[config.mk]
export PLATFORM = sky130hd
export DESIGN_NAME = usb_tx_ctrl
export DESIGN_NICKNAME = d
export VERILOG_FILES = /design/src/rtl/usb_pkg.sv /design/src/rtl/usb_tx_encoder.sv /design/src/rtl/usb_tx_ctrl.sv
export SDC_FILE = /design/constraint.sdc
export NUM_CORES = 1
export LEC_CHECK = 0
export ABC_AREA = 1
export ABC_CLOCK_PERIOD_IN_PS = 2450
export CORE_ASPECT_RATIO = 0.75
export CORE_MARGIN = 2
export CORE_UTILIZATION = 58
export DETAILED_ROUTE_END_ITERATION = 16
export GPL_TIMING_DRIVEN = 0
export MAX_ROUTING_LAYER = met4
export PLACE_DENSITY = 0.8
export SLEW_MARGIN = 30
export SYNTH_ARGS = -nofsm -noshare
export SYNTH_HDL_FRONTEND = slang
export SYNTH_SLANG_ARGS = --single-unit
[constraint.sdc]
create_clock -name clk -period 2.45 [get_ports clk]
set_clock_uncertainty 0.05 [all_clocks]
set_input_delay 0.49 -clock clk [delete_from_list [all_inputs] [get_ports clk]]
set_output_delay 0.49 -clock clk [all_outputs]
set_load 0.01 [all_outputs]
[src/rtl/usb_pkg.sv]
// Shared USB definitions for the transmit (and receive) path.
//   - tx_packet command codes (same encoding as the receiver's packet codes)
//   - SYNC and PID byte constants, all sent LSB first
//   - transmit FSM state type
//   - helpers: command-to-PID lookup and one-bit USB CRC16 step
package usb_pkg;

  localparam logic [2:0] PktNone  = 3'b000;
  localparam logic [2:0] PktData0 = 3'b001;
  localparam logic [2:0] PktData1 = 3'b100;
  localparam logic [2:0] PktAck   = 3'b010;
  localparam logic [2:0] PktNack  = 3'b011;
  localparam logic [2:0] PktStall = 3'b111;

  localparam logic [7:0] SyncByte = 8'h80;
  localparam logic [7:0] PidData0 = 8'hC3;
  localparam logic [7:0] PidData1 = 8'h4B;
  localparam logic [7:0] PidAck   = 8'hD2;
  localparam logic [7:0] PidNack  = 8'h5A;
  localparam logic [7:0] PidStall = 8'h1E;

  typedef enum logic [2:0] {
    StIdle,
    StSync,
    StPid,
    StData,
    StCrcLo,
    StCrcHi,
    StEopSe0,
    StEopJ
  } tx_state_e;

  function automatic logic [7:0] pid_of(input logic [2:0] pkt);
    logic [7:0] pid;
    case (pkt)
      PktData0: pid = PidData0;
      PktData1: pid = PidData1;
      PktAck:   pid = PidAck;
      PktNack:  pid = PidNack;
      PktStall: pid = PidStall;
      default:  pid = 8'h00;
    endcase
    return pid;
  endfunction

  // Reflected form of poly 0x8005, one data bit per call.
  function automatic logic [15:0] crc16_step(input logic [15:0] crc, input logic b);
    logic [15:0] nxt;
    nxt = {1'b0, crc[15:1]};
    if (crc[0] ^ b) nxt = nxt ^ 16'hA001;
    return nxt;
  endfunction

endpackage

[src/rtl/usb_tx_encoder.sv]
// Line encoder for the USB transmitter: bit-time counter, bit stuffing and NRZI.
// Ports:
//   clk, rst      clock, synchronous active-high reset
//   busy          a packet is in progress (counters run)
//   serial        SYNC..CRC_HI: data_bit is serialised with stuffing/NRZI
//   se0           drive SE0 (EOP)
//   data_bit      current bit from the FSM shifter
//   bit_strobe    last cycle of any bit time
//   bit_accept    last cycle of a data bit (not a stuff bit); FSM advances its shifter
//   data_start    first cycle of a data bit (not a stuff bit)
//   stuff_next    the current data bit will be followed by a stuff bit
//   dp, dm        pad drive; J when neither serial nor se0
module usb_tx_encoder #(
  parameter int unsigned CLKS_PER_BIT = 8
) (
  input  logic clk,
  input  logic rst,
  input  logic busy,
  input  logic serial,
  input  logic se0,
  input  logic data_bit,
  output logic bit_strobe,
  output logic bit_accept,
  output logic data_start,
  output logic stuff_next,
  output logic dp,
  output logic dm
);

  localparam int unsigned CntW = (CLKS_PER_BIT > 1) ? $clog2(CLKS_PER_BIT) : 1;
  localparam logic [CntW-1:0] LastCnt = CntW'(CLKS_PER_BIT - 1);

  logic [CntW-1:0] cnt_q, cnt_d;
  logic [2:0]      ones_q, ones_d;
  logic            stuff_q, stuff_d;
  logic            level_q, level_d;  // line level of the previous bit, 1 = J
  logic            cur_level;

  assign bit_strobe = busy && (cnt_q == LastCnt);
  assign bit_accept = serial && bit_strobe && !stuff_q;
  assign data_start = serial && !stuff_q && (cnt_q == '0);
  assign stuff_next = serial && !stuff_q && data_bit && (ones_q == 3'd5);

  // A stuff bit is a 0, so it always toggles.
  assign cur_level = (stuff_q || !data_bit) ? ~level_q : level_q;

  always_comb begin
    cnt_d   = cnt_q;
    ones_d  = ones_q;
    stuff_d = stuff_q;
    level_d = level_q;
    if (!busy) begin
      cnt_d   = '0;
      ones_d  = '0;
      stuff_d = 1'b0;
      level_d = 1'b1;
    end else begin
      cnt_d = bit_strobe ? '0 : cnt_q + 1'b1;
      if (serial && bit_strobe) begin
        level_d = cur_level;
        if (stuff_q) begin
          stuff_d = 1'b0;
          ones_d  = '0;
        end else if (data_bit) begin
          if (ones_q == 3'd5) begin
            stuff_d = 1'b1;
            ones_d  = '0;
          end else begin
            ones_d = ones_q + 3'd1;
          end
        end else begin
          ones_d = '0;
        end
      end
    end
  end

  always_ff @(posedge clk) begin
    if (rst) begin
      cnt_q   <= '0;
      ones_q  <= '0;
      stuff_q <= 1'b0;
      level_q <= 1'b1;
    end else begin
      cnt_q   <= cnt_d;
      ones_q  <= ones_d;
      stuff_q <= stuff_d;
      level_q <= level_d;
    end
  end

  always_comb begin
    dp = 1'b1;
    dm = 1'b0;
    if (se0) begin
      dp = 1'b0;
      dm = 1'b0;
    end else if (serial) begin
      dp = cur_level;
      dm = ~cur_level;
    end
  end

endmodule

[src/rtl/usb_tx_ctrl.sv]
// USB full-speed packet transmitter: SYNC, PID, FIFO payload, CRC16, EOP.
// Ports:
//   clk, rst            clock, synchronous active-high reset
//   tx_packet           command (000 none, 001 DATA0, 100 DATA1, 010 ACK, 011 NACK, 111 STALL)
//   tx_packet_data      FIFO read data, valid the cycle after get_tx_packet_data
//   buffer_occupancy    FIFO byte count, sampled as payload length at start
//   get_tx_packet_data  one-cycle FIFO pop strobe
//   dp_out, dm_out      pad drive
//   tx_transfer_active  packet on the wire
//   tx_error            one-cycle pulse on a rejected command
// Build option: define USB_TX_CRC16_EN to send the real CRC16; otherwise both CRC bytes are 00.
module usb_tx_ctrl
  import usb_pkg::*;
#(
  parameter int unsigned CLKS_PER_BIT = 8,
  parameter int unsigned MAX_PAYLOAD  = 64
) (
  input  logic       clk,
  input  logic       rst,
  input  logic [2:0] tx_packet,
  input  logic [7:0] tx_packet_data,
  input  logic [6:0] buffer_occupancy,
  output logic       get_tx_packet_data,
  output logic       dp_out,
  output logic       dm_out,
  output logic       tx_transfer_active,
  output logic       tx_error
);

  tx_state_e   state_q, state_d;
  logic [7:0]  shift_q, shift_d;
  logic [7:0]  hold_q, hold_d;
  logic [7:0]  pid_q, pid_d;
  logic [2:0]  idx_q, idx_d;
  logic [6:0]  left_q, left_d;     // payload bytes not yet popped
  logic        fetched_q, fetched_d;  // next payload byte popped during this byte
  logic        is_data_q, is_data_d;
  logic        tail_q, tail_d;     // sending the stuff bit owed after the last bit
  logic        get_q;
  logic        err_q, err_d;
  logic        last_bit;

  logic cmd_data, cmd_hs, too_long, start;
  logic busy, serial, se0;
  logic bit_strobe, bit_accept, data_start, stuff_next;
  logic [7:0] fifo_byte, crc_lo, crc_hi;

  assign cmd_data = (tx_packet == PktData0) || (tx_packet == PktData1);
  assign cmd_hs   = (tx_packet == PktAck) || (tx_packet == PktNack) || (tx_packet == PktStall);
  assign too_long = cmd_data && (32'(buffer_occupancy) > MAX_PAYLOAD);
  assign start    = (state_q == StIdle) && (cmd_data || cmd_hs) && !too_long;
  assign err_d    = (state_q == StIdle) && (tx_packet != PktNone) && !start;

  assign busy   = (state_q != StIdle);
  assign serial = (state_q == StSync) || (state_q == StPid) || (state_q == StData) ||
                  (state_q == StCrcLo) || (state_q == StCrcHi);
  assign se0    = (state_q == StEopSe0);

  assign get_tx_packet_data = ((state_q == StPid) || (state_q == StData)) && (idx_q == 3'd7) &&
                              data_start && (left_q != '0);

  // With CLKS_PER_BIT=2 the capture and the byte boundary share a cycle, so bypass the holder.
  assign fifo_byte = get_q ? tx_packet_data : hold_q;

  assign tx_transfer_active = busy;
  assign tx_error           = err_q;

`ifdef USB_TX_CRC16_EN
  logic [15:0] crc_q, crc_d;

  always_comb begin
    crc_d = crc_q;
    if (start) begin
      crc_d = 16'hFFFF;
    end else if (bit_accept && (state_q == StData)) begin
      crc_d = crc16_step(crc_q, shift_q[0]);
    end
  end

  always_ff @(posedge clk) begin
    if (rst) crc_q <= 16'hFFFF;
    else     crc_q <= crc_d;
  end

  // crc_d so the final payload bit is folded in at the DATA -> CRC_LO boundary.
  assign crc_lo = ~crc_d[7:0];
  assign crc_hi = ~crc_q[15:8];
`else
  assign crc_lo = 8'h00;
  assign crc_hi = 8'h00;
`endif

  always_comb begin
    state_d   = state_q;
    shift_d   = shift_q;
    hold_d    = hold_q;
    pid_d     = pid_q;
    idx_d     = idx_q;
    left_d    = left_q;
    fetched_d = fetched_q;
    is_data_d = is_data_q;
    tail_d    = tail_q;
    last_bit  = 1'b0;

    if (get_q) hold_d = tx_packet_data;
    if (get_tx_packet_data) begin
      left_d    = left_q - 7'd1;
      fetched_d = 1'b1;
    end

    unique case (state_q)
      StIdle: begin
        if (start) begin
          state_d   = StSync;
          shift_d   = SyncByte;
          pid_d     = pid_of(tx_packet);
          idx_d     = '0;
          is_data_d = cmd_data;
          left_d    = cmd_data ? buffer_occupancy : 7'd0;
          fetched_d = 1'b0;
          tail_d    = 1'b0;
        end
      end
      StSync, StPid, StData, StCrcLo, StCrcHi: begin
        if (tail_q) begin
          if (bit_strobe) begin
            state_d = StEopSe0;
            tail_d  = 1'b0;
          end
        end else if (bit_accept) begin
          idx_d   = idx_q + 3'd1;
          shift_d = {1'b0, shift_q[7:1]};
          if (idx_q == 3'd7) begin
            case (state_q)
              StSync: begin
                state_d = StPid;
                shift_d = pid_q;
              end
              StPid, StData: begin
                if (!is_data_q) begin
                  last_bit = 1'b1;
                end else if (fetched_q) begin
                  state_d   = StData;
                  shift_d   = fifo_byte;
                  fetched_d = 1'b0;
                end else begin
                  state_d = StCrcLo;
                  shift_d = crc_lo;
                end
              end
              StCrcLo: begin
                state_d = StCrcHi;
                shift_d = crc_hi;
              end
              default: last_bit = 1'b1;
            endcase
            if (last_bit) begin
              if (stuff_next) tail_d = 1'b1;
              else            state_d = StEopSe0;
            end
          end
        end
      end
      StEopSe0: begin
        if (bit_strobe) begin
          if (idx_q == 3'd1) begin
            state_d = StEopJ;
            idx_d   = '0;
          end else begin
            idx_d = idx_q + 3'd1;
          end
        end
      end
      StEopJ: begin
        if (bit_strobe) state_d = StIdle;
      end
      default: state_d = StIdle;
    endcase
  end

  always_ff @(posedge clk) begin
    if (rst) begin
      state_q   <= StIdle;
      shift_q   <= '0;
      hold_q    <= '0;
      pid_q     <= '0;
      idx_q     <= '0;
      left_q    <= '0;
      fetched_q <= 1'b0;
      is_data_q <= 1'b0;
      tail_q    <= 1'b0;
      get_q     <= 1'b0;
      err_q     <= 1'b0;
    end else begin
      state_q   <= state_d;
      shift_q   <= shift_d;
      hold_q    <= hold_d;
      pid_q     <= pid_d;
      idx_q     <= idx_d;
      left_q    <= left_d;
      fetched_q <= fetched_d;
      is_data_q <= is_data_d;
      tail_q    <= tail_d;
      get_q     <= get_tx_packet_data;
      err_q     <= err_d;
    end
  end

  usb_tx_encoder #(
    .CLKS_PER_BIT(CLKS_PER_BIT)
  ) u_encoder (
    .clk       (clk),
    .rst       (rst),
    .busy      (busy),
    .serial    (serial),
    .se0       (se0),
    .data_bit  (shift_q[0]),
    .bit_strobe(bit_strobe),
    .bit_accept(bit_accept),
    .data_start(data_start),
    .stuff_next(stuff_next),
    .dp        (dp_out),
    .dm        (dm_out)
  );

endmodule

# ---- Word level (Yosys, flattened, before mapping)
# Index checks and enable logic that the tools add are counted.
dict set report word_totals {
  ff_bits 50
  in_bits 20
  output_inout_bits 5
  elab_cells 162
}
dict set report op_classes {
  addsub 4
  n_lt_le_gt_ge 1
  eq_ne 25
  muxes 68
  bitwise 3
  n_reduce_logical 46
}
# operator n
set op_table {}
lappend op_table {{3-bit 2-to-1 mux} 20}
lappend op_table {{8-bit 2-to-1 mux} 7}
lappend op_table {{8-bit case mux with 5 select lines} 1}
lappend op_table {{1-bit 2-to-1 mux} 28}
lappend op_table {{7-bit 2-to-1 mux} 4}
lappend op_table {{3-bit equality test, second input constant} 9}
lappend op_table {{8-bit case mux with 3 select lines} 1}
lappend op_table {{3-bit case mux with 3 select lines} 2}
lappend op_table {{8-bit case mux with 2 select lines} 1}
lappend op_table {{1-bit logical AND} 15}
lappend op_table {{3-bit by 2-bit equality test with 1-bit output, second input constant} 4}
lappend op_table {{3-bit case mux with 4 select lines} 1}
lappend op_table {{1-bit logical OR} 10}
lappend op_table {{3-bit by 1-bit adder with 3-bit output, second input constant} 3}
lappend op_table {{3-bit by 1-bit equality test with 1-bit output, second input constant} 3}
lappend op_table {{3-bit nonzero test} 3}
lappend op_table {{7-bit > comparator, second input constant} 1}
lappend op_table {{7-bit AND reduction} 1}
lappend op_table {{7-bit nonzero test} 1}
lappend op_table {{7-bit by 1-bit subtractor with 7-bit output, second input constant} 1}
lappend op_table {{3-bit logical NOT} 2}
lappend op_table {{2-bit by 1-bit != test with 1-bit output, second input constant} 3}
lappend op_table {{2-bit != test, second input constant} 3}
lappend op_table {{3-bit != test, second input constant} 2}
lappend op_table {{11 further kinds} 21}

# ---- Longest topological paths before layout
# Gate-level depths: netlist of run 1.
dict set report depth {
  depth_word 17
  depth_mapped 12
  depth_no_buf 11
}

# ---- By module
# Synthesis of run 1 repeated with hierarchy kept, for this count alone.
dict set report hier_totals {
  hier_cells 426
  hier_area_um2 2819.0
}
# module instances cells_each area_per_inst_um2 seq_area_each_um2
set modules_own_cells {}
lappend modules_own_cells {usb_tx_ctrl 1 357 2358.5 820.8}
lappend modules_own_cells {usb_tx_encoder 1 69 460.4 160.2}

# ---- Least setup slack after synthesis of run 1
# OpenSTA, ideal clock, no wires.
dict set report synth_timing {
  path_type {reg-to-output}
  startpoint {register idx_q[0]}
  endpoint {output port get_tx_packet_data}
  arrival_ns 1.402
  required_ns 1.910
  setup_slack_ns 0.508
  path_stages_with_launch 8
  n_path_buf 1
  cell_sequence {dfxtp_1 > ha_1 > ha_1 > clkbuf_2 > inv_1 > nor4_2 > nand2_2 > clkinv_1}
}
dict set report synth_via {
  elab_chain_cells 4
}
# item line_no
set synth_rtl {}
lappend synth_rtl {{from (decl)} usb_tx_ctrl.sv:34} ;# logic [2:0] idx_q, idx_d;
lappend synth_rtl {{from (signal assigned)} usb_tx_ctrl.sv:199} ;# idx_q <= idx_d;
lappend synth_rtl {{3-bit equality test} usb_tx_ctrl.sv:59} ;# assign get_tx_packet_data = ((state_q == StPid) || (state_q == StData)) && (idx_q == 3'd7) &&
lappend synth_rtl {{1-bit logical AND (2 in a row)} usb_tx_ctrl.sv:59}
lappend synth_rtl {{1-bit logical AND} usb_tx_ctrl.sv:60} ;# data_start && (left_q != '0);
lappend synth_rtl {{to (decl)} usb_tx_ctrl.sv:23} ;# output logic get_tx_packet_data,
# No other way between the ends.

# ---- Final worst setup path of run 1
dict set report layout_timing {
  startpoint {register state_q[1]}
  endpoint {output port dm_out}
}
dict set report layout_via {
  elab_chain_cells 7
  word_cells_on_any_way 12
  cone_classes {eq/ne: 6; mux: 2; reduce/logical: 4}
}
# item line_no
set layout_rtl {}
lappend layout_rtl {{from (decl)} usb_tx_ctrl.sv:30} ;# tx_state_e state_q, state_d;
lappend layout_rtl {{from (signal assigned)} usb_tx_ctrl.sv:183} ;# state_q <= StIdle;
lappend layout_rtl {{from (signal assigned)} usb_tx_ctrl.sv:195} ;# state_q <= state_d;
lappend layout_rtl {{3-bit by 1-bit equality test with 1-bit output / 3-bit by 2-bit equality test with 1-bit output (equally long branches)} usb_tx_ctrl.sv:55} ;# assign serial = (state_q == StSync) || (state_q == StPid) || (state_q == StData) ||
lappend layout_rtl {{1-bit logical OR (3 in a row)} usb_tx_ctrl.sv:55}
lappend layout_rtl {{1-bit logical OR} usb_tx_ctrl.sv:56} ;# (state_q == StCrcLo) || (state_q == StCrcHi);
lappend layout_rtl {{1-bit 2-to-1 mux} usb_tx_encoder.sv:98} ;# end else if (serial) begin
lappend layout_rtl {{1-bit 2-to-1 mux *} usb_tx_encoder.sv:95} ;# if (se0) begin
lappend layout_rtl {{to (decl)} usb_tx_ctrl.sv:25} ;# output logic dm_out,
# Mark *: on every way between the ends. The rest lies on a longest branch, timed or not.

==> results of run 1 <==
-- sequential cells by signal, indices dropped and copies added, names as in the netlist --
register           count
tx_error               1
left_q                 7
fetched_q              1
is_data_q              1
tail_q                 1
u_encoder.cnt_q        3
shift_q                8
get_q                  1
state_q                3
u_encoder.ones_q       3
idx_q                  3
u_encoder.level_q      1
hold_q                 8
pid_q                  7
u_encoder.stuff_q      1
-- path summary, 6_finish.rpt --
| check | start | to |
|---|---|---|
| worst max-delay path | state_q[1] | dm_out |
| worst min-delay path | u_encoder.cnt_q[0] | u_encoder.cnt_q[0] |
| worst max register to register | idx_q[0] | shift_q[4] |
| worst min register to register | u_encoder.cnt_q[0] | u_encoder.cnt_q[0] |
-- metrics by stage --
stage / setup WS, ns / area [um2] / total power, mW / TNS (ns)
6_report: 0.0480 / 3270 / 3.49 / 0
5_1_grt: -0.0115 / 3270 / 3.78 / -0.0115
4_1_cts: 0.0206 / 3250 / 3.40 / 0
3_5_place_dp: -0.339 / 3140 / 2.89 / -0.339
3_3_place_gp: -0.335 / 3140 / 2.86 / -0.335
2_1_floorplan: 0.508 / 2840 / 2.39 / 0
-- cell families after synthesis --
kind of cell,Yosys count,share of synthesized area [%]
fa+ha+maj,8,3.53
simple gates,218,34.8
flops,49,34.6
xor+xnor,6,1.85
buf+inv,78,11.1
compound gates,67,14.1
-- area by class of cell --
class | count | area share (%)
buffer | 10 | 1.76
clock buffer | 6 | 2.52
clock inverter | 2 | 0.420
inverter | 68 | 8.03
multi-input combinational | 299 | 47.3
sequential | 49 | 30.2
tap | 57 | 2.18
timing repair buffer | 26 | 7.65
-- repair_timing --
action                                  in CTS  in global routing
pin swaps                                    2                  1
cloned                                       0                  0
buffers inserted                             1                  2
endpoints found under the hold margin        0                  0
endpoints found under the setup margin       2                  3
gates resized for setup                      7                  7
-- critical path: stages (launching register included) --
cell and delay, ns:
sky130_fd_sc_hd__dfxtp_1 0.31, sky130_fd_sc_hd__buf_6 0.14, sky130_fd_sc_hd__nor2_4 0.16, sky130_fd_sc_hd__nand2_1 0.12
sky130_fd_sc_hd__nand3_4 0.14, sky130_fd_sc_hd__nand2_1 0.07, sky130_fd_sc_hd__inv_1 0.07, sky130_fd_sc_hd__clkdlybuf4s50_1 0.55
-- power groups by stage --
stage          sequential, mW  clock (mW)  combinational, mW
5_1_grt                  1.01       0.546               2.23
4_1_cts                 0.990       0.514               1.89
3_3_place_gp            0.999           0               1.86
2_1_floorplan           0.987           0               1.41
3_5_place_dp             1.00           0               1.88
6_report                0.997       0.505               1.99
-- routing by layer --
| layer | global-route usage [%] | part of all wire (%) | vias up |
|---|---|---|---|
| met4 | 8.53 | 1.5 | 0 |
| met5 | - | 0 | - |
| met2 | 40.1 | 44 | 81 |
| li1 | - | - | 1421 |
| met3 | 5.10 | 6.1 | 13 |
| met1 | 36.7 | 49 | 1212 |
-- cell usage in the layout (no fill, tap or decap), types with 2 or more instances in the layout --
master                            Yosys  routed
sky130_fd_sc_hd__nand2_1            106     106
sky130_fd_sc_hd__inv_1               61      59
sky130_fd_sc_hd__nor2_1              48      48
sky130_fd_sc_hd__dfxtp_1             49      46
sky130_fd_sc_hd__nand3_1             41      41
sky130_fd_sc_hd__a21oi_1             40      40
sky130_fd_sc_hd__clkdlybuf4s50_1      0      21
sky130_fd_sc_hd__o21ai_0             14      14
sky130_fd_sc_hd__ha_1                 8       8
sky130_fd_sc_hd__nand2_2              6       6
sky130_fd_sc_hd__clkbuf_8             0       6
sky130_fd_sc_hd__inv_2                3       5
sky130_fd_sc_hd__nand2_4              5       5
sky130_fd_sc_hd__clkbuf_1             5       5
sky130_fd_sc_hd__inv_4                2       3
sky130_fd_sc_hd__xor2_1               3       3
sky130_fd_sc_hd__xnor2_1              3       3
sky130_fd_sc_hd__nor3_1               3       3
sky130_fd_sc_hd__buf_4                0       3
sky130_fd_sc_hd__buf_6                2       2
sky130_fd_sc_hd__nand3_4              2       2
sky130_fd_sc_hd__nor2_2               2       2
sky130_fd_sc_hd__a21oi_4              2       2
sky130_fd_sc_hd__nand4_1              2       2
sky130_fd_sc_hd__o211ai_1             2       2
sky130_fd_sc_hd__dfxtp_2              0       2
==> reports/summary.md, run 1 <==
### Synth
- number of enable flip-flop cells after synthesis: 0
- Async SR Flop Fraction: 0%
- distinct cell type count after synthesis: 38
- largest cells by area after synthesis: sky130_fd_sc_hd__dfxtp_1 35%, sky130_fd_sc_hd__nand2_1 14%, sky130_fd_sc_hd__inv_1 8.1%, sky130_fd_sc_hd__nand3_1 7.2%, sky130_fd_sc_hd__a21oi_1 7.1%
- warning count from the yosys run: 0
- register bit count reported by yosys: 49
- Netlist Area Pre-Place: 2840 um2
- share of the synthesized area in the top cell type: 34.6%
- most instantiated cells after synthesis: 106 x sky130_fd_sc_hd__nand2_1, 61 x sky130_fd_sc_hd__inv_1, 49 x sky130_fd_sc_hd__dfxtp_1
- Top FF cell, synth: sky130_fd_sc_hd__dfxtp_1
- share of synthesized area occupied by flip-flops and latches: 34.6%
- number of standard cells after synthesis: 426
- synthesized netlist net count: 454
- library cell with the largest summed area after synthesis: sky130_fd_sc_hd__dfxtp_1
- most common cell in the netlist: sky130_fd_sc_hd__nand2_1
- mean post-synth cell area: 6.66 um2

### Floorplanning
- Boundary Pins: 25
- core region area: 4570 um2
- Initial Utilization: 62.0%
- full die area: 5470 um2
- Die Y-Extent: 64.6 um
- Die Width: 84.7 um
- Core Rows: 21

### Detailed routing
- DRC violations left: 0
- WL/cell: 13.1 um
- initial DRC count: 212
- Final Routed Wirelength: 6.76 mm
- via count: 2,727
- Avg Vias per Cell: 5.27
- antenna violation net count after detailed routing: 0
- drt pass-1 iters: 5

### Clocking
- clock sink total: 49
- Root Buffer: sky130_fd_sc_hd__clkbuf_8
- number of buffers added by the clock tree synthesis step: 5
- clock slew at the register clock pins of the worst setup and hold paths: 0.09 ns
- Max Buffers Root-to-Sink: 2
- TritonCTS clock tree: yes
- CTS hold repair buffers: 0
- clock latency on the worst-skew pair: 0.31 ns
- number of H-tree levels: 2

### Cells and area
- non-filler instance count after layout: 517
- net count reported at finish: 487
- final antenna diode count: 0
- fraction of layout instances using a drive strength above 1: 10.4%
- Sequential cell area: 987 um2
- fill count: 389
- area growth from synthesis to layout: 15.4%
- Post-Route Utilization: 71.6%
- combined area of the multi-input logic cells: 1550 um2

### Power and ir drop
- power per cell area: 1070 nW/um2
- switching part of the total: 47.1%
- leakage power total: 1.46 nW
- Max VDD drop: 0.000700 V
- power share of the combinational group: 57.0%
- internal power contribution: 1.85 mW
- share of total power in the clock network: 14.5%
- net switching component of the power: 1.64 mW
- sequential cell fraction of total power: 28.6%

### Timing
- Max Transition Viols Final: 0
- final worst hold slack: 0.406 ns
- part of the cycle the worst path needs: 98.0%
- worst max-slew margin expressed relative to the limit: 65.2%
- transition at the pin with the smallest max-transition slack: 0.520 ns
- final count of hold timing violations: 0
- Max Fclk: 416 MHz
- count of endpoints failing setup in the final report: 0
- Period minus WS final: 2.40 ns

### Worst setup path
- endpoint kind of the worst setup timing path: output pin
- arrival time worst endpoint: 1.86 ns
- worst endpoint required time: 1.91 ns
- Critical Path Source Type: register
- worst setup slack for register-to-register paths: 0.53 ns
- crit path kind: reg2out
- cell count of the worst reg-to-reg path: 10
- highest fanout seen on the critical path: 8

### Global route
- wire length of the first global-routing pass: 11.5 mm
- total gr overflow: 0
- pin count of the biggest net entering global routing: 16
- number of antenna violations at the first check in global routing: 0
- via count of the first global-routing pass: 2,520
- GRT Resource Usage Total: 26.7%

### Place
- detailed placer's ending HPWL: 5.04 mm
- post-placement cell count: 506
- RD Place Congestion: 0.937
- Port Buf Inserts: 23

### Worst hold path
- hold depth: 1
- worst min-delay path category: reg2reg

### Status
- result of the run: complete, no violations

### Job
- number of max-cap violations: 0

Note: power is estimated with default switching activity, not from simulation.
==> run 2, diff against run 1 <==
Settings changed: CAP_MARGIN set to 15.
==> results of run 2 <==
Same layout as run 1: the final DEF is identical, and so are final timing and power.
==> run 3, diff against run 2 <==
Settings changed: CORE_UTILIZATION 58 to 63, DONT_BUFFER_PORTS set to 1, PLACE_DENSITY 0.8 to 0.79.
==> reports/summary.md, run 3 (synthesis gave the netlist of run 1 again) <==
### Clocking
- number of H-tree levels: 2, unchanged
- clock latency on the worst-skew pair: 0.30 ns, about the same
- Root Buffer: sky130_fd_sc_hd__clkbuf_8
- clock slew at the register clock pins of the worst setup and hold paths: 0.09 ns, about the same
- clock sink total: 49, unchanged
- number of buffers added by the clock tree synthesis step: 5, unchanged
- Max Buffers Root-to-Sink: 2, unchanged
- CTS hold repair buffers: 0, unchanged
- TritonCTS clock tree: yes

### Timing
- Period minus WS final: 2.32 ns, -0.0828 ns
- count of endpoints failing setup in the final report: 0, unchanged
- transition at the pin with the smallest max-transition slack: 0.566 ns, +0.0460 ns
- worst max-slew margin expressed relative to the limit: 62.3%, -2.9 points
- final worst hold slack: 0.279 ns, -0.127 ns
- Final WS setup: 0.131 ns, +0.0828 ns
- Max Fclk: 431 MHz, +3.6%
- setup tns final: 0 ns, unchanged
- part of the cycle the worst path needs: 94.7%, -3.4 points
- Max Transition Viols Final: 0, unchanged
- final count of hold timing violations: 0, unchanged

### Detailed routing
- antenna violation net count after detailed routing: 0, unchanged
- Avg Vias per Cell: 5.35, +1.4%
- via count: 2,631, -3.5%
- drt pass-1 iters: 4, -1
- WL/cell: 12.9 um, -1.4%
- DRC violations left: 0, unchanged
- Final Routed Wirelength: 6.34 mm, -6.1%
- initial DRC count: 180, -15%

### Floorplanning
- Die Y-Extent: 62.1 um, -3.8%
- core region area: 4390 um2, -4.0%
- full die area: 5060 um2, -7.5%
- Boundary Pins: 25, unchanged
- Core Rows: 21, unchanged
- Initial Utilization: 64.6%, +2.6 points
- Die Width: 81.5 um, -3.9%

### Worst hold path
- hold depth: 2, +1
- Worst Min Path Start: buffer_occupancy[1]
- worst min-delay path category: in2reg
- sink of the worst hold path: left_q[1]

### Power and ir drop
- power per cell area: 1090 nW/um2, +2.4%
- share of total power in the clock network: 15.7%, +1.2 points
- Max VDD drop: 0.000798 V, +14%
- net switching component of the power: 1.60 mW, -2.7%
- internal power contribution: 1.71 mW, -7.6%
- power share of the combinational group: 54.3%, -2.7 points
- leakage power total: 1.36 nW, -7.2%
- sum of internal, switching and leakage power: 3.31 mW, -5.3%
- sequential cell fraction of total power: 30.0%, +1.4 points
- switching part of the total: 48.3%, +1.3 points

### Cells and area
- fraction of layout instances using a drive strength above 1: 9.43%, -1.0 points
- most common library cell in the layout ignoring fill and taps: sky130_fd_sc_hd__nand2_1
- Sequential cell area: 982 um2, -0.51%
- highest-count cells in the layout ignoring fill and taps: 106 x sky130_fd_sc_hd__nand2_1, 61 x sky130_fd_sc_hd__inv_1, 48 x sky130_fd_sc_hd__nor2_1, 48 x sky130_fd_sc_hd__dfxtp_1, 41 x sky130_fd_sc_hd__nand3_1
- largest registers: hold_q (8), shift_q (8)
- net count reported at finish: 462, -5.1%
- combined area of the multi-input logic cells: 1550 um2, unchanged
- fill count: 401, +3.1%
- Post-Route Utilization: 69.0%, -2.6 points
- non-filler instance count after layout: 492, -4.8%
- area growth from synthesis to layout: 6.84%
- final antenna diode count: 0, unchanged
- post-route cell area: 3030 um2, -7.5%

### Worst setup path
- Critical Path Source Type: register
- arrival time worst endpoint: 1.78 ns, -0.08 ns
- worst endpoint required time: 1.91 ns, about the same
- worst setup slack for register-to-register paths: 0.50 ns, -0.03 ns
- r2r endpoint: shift_q[4]
- Reg2Reg Launch Point: idx_q[0]
- crit path kind: reg2out
- cell occurring most often along the worst timing path: sky130_fd_sc_hd__ha_1
- cell chain of the critical path: ha_1 > ha_1 > clkbuf_4 > inv_1 > nor4_4 > nand2_2 > clkinv_2
- endpoint kind of the worst setup timing path: output pin
- highest fanout seen on the critical path: 9, +1
- cell count of the worst reg-to-reg path: 10, unchanged
- Crit-path slowest cell: sky130_fd_sc_hd__dfxtp_2
- highest cell delay on the worst timing path: 0.35 ns, -0.20 ns

### Global route
- via count of the first global-routing pass: 2,282, -9.4%
- pin count of the biggest net entering global routing: 15, -1
- GRT Resource Usage Total: 28.2%, +1.5 points
- total gr overflow: 0, unchanged
- number of antenna violations at the first check in global routing: 0, unchanged
- wire length of the first global-routing pass: 10.5 mm, -8.7%

### Place
- detailed placer's ending HPWL: 4.79 mm, -4.9%
- post-placement cell count: 483, -4.5%
- Port Buf Inserts: 0, -100%
- RD Place Congestion: 0.906, -3.3%
- worst setup timing slack at the placement stage: 0.156 ns, +0.495 ns
- placed cell areas: 2910 um2, -7.3%

### Status
- result of the run: complete, no violations

### Job
- number of max-cap violations: 0, unchanged

## run 3: changes by cell type in the layout (fill, tap and decap cells not counted)
cell,before,now
sky130_fd_sc_hd__buf_4,3,1
sky130_fd_sc_hd__clkbuf_2,1,0
sky130_fd_sc_hd__clkbuf_8,6,7
sky130_fd_sc_hd__clkdlybuf4s50_1,21,0
sky130_fd_sc_hd__clkinv_2,1,2
sky130_fd_sc_hd__clkinv_4,1,0
sky130_fd_sc_hd__dfxtp_1,46,48
sky130_fd_sc_hd__dfxtp_2,2,1
sky130_fd_sc_hd__dfxtp_4,1,0
sky130_fd_sc_hd__dlymetal6s2s_1,1,0
sky130_fd_sc_hd__inv_1,59,61
sky130_fd_sc_hd__inv_2,5,3
sky130_fd_sc_hd__inv_4,3,2
## run 3: cell type report
cell class,instances,area share (%)
Buffer,10,1.90
Clock buffer,7,3.18
Clock inverter,1,0.165
Inverter,68,8.63
Multi-Input combinational cell,299,51.1
Sequential cell,49,32.4
Tap cell,57,2.35
Timing Repair Buffer,1,0.248
## run 3: repair_timing
action,in CTS,in global routing
buffers inserted,1,0
pin swaps,1,0
resized for setup,1,4
endpoints found under the setup margin,1,1
## run 3: worst max path at each step
stage | start | endpoint | slack, ns | cells past startpoint
after floorplan | idx_q[0] | get_tx_packet_data | 0.51 | 7
after global placement | idx_q[0] | get_tx_packet_data | 0.16 | 7
after detailed placement | idx_q[0] | get_tx_packet_data | 0.16 | 7
after CTS | idx_q[0] | get_tx_packet_data | 0.01 | 7
after global routing | idx_q[0] | get_tx_packet_data | -0.02 | 7
final | idx_q[0] | get_tx_packet_data | 0.13 | 7
## run 3: metal layers
metal	global-route usage (%)	share of wire, %
met2	41.8	43
met1	40.0	51
met3	4.91	5.3
met5	-	0
met4	7.51	1.3
## run 3: power by group through the flow
stage	Combinational [mW]	Clock (mW)	Sequential, mW
2_1_floorplan	1.41	0	0.987
3_3_place_gp	1.73	0	1.00
3_5_place_dp	1.75	0	1.01
4_1_cts	1.76	0.530	0.989
5_1_grt	2.02	0.567	1.00
6_report	1.80	0.521	0.991
## run 3: critical path, delay by kind of cell, from the launching register on
kind	cells	cell delay, ns
buffers and inverters	3	0.43
AND/OR/NAND/NOR	2	0.42
flip-flops	1	0.35
adder cells (fa/ha/maj)	2	0.29
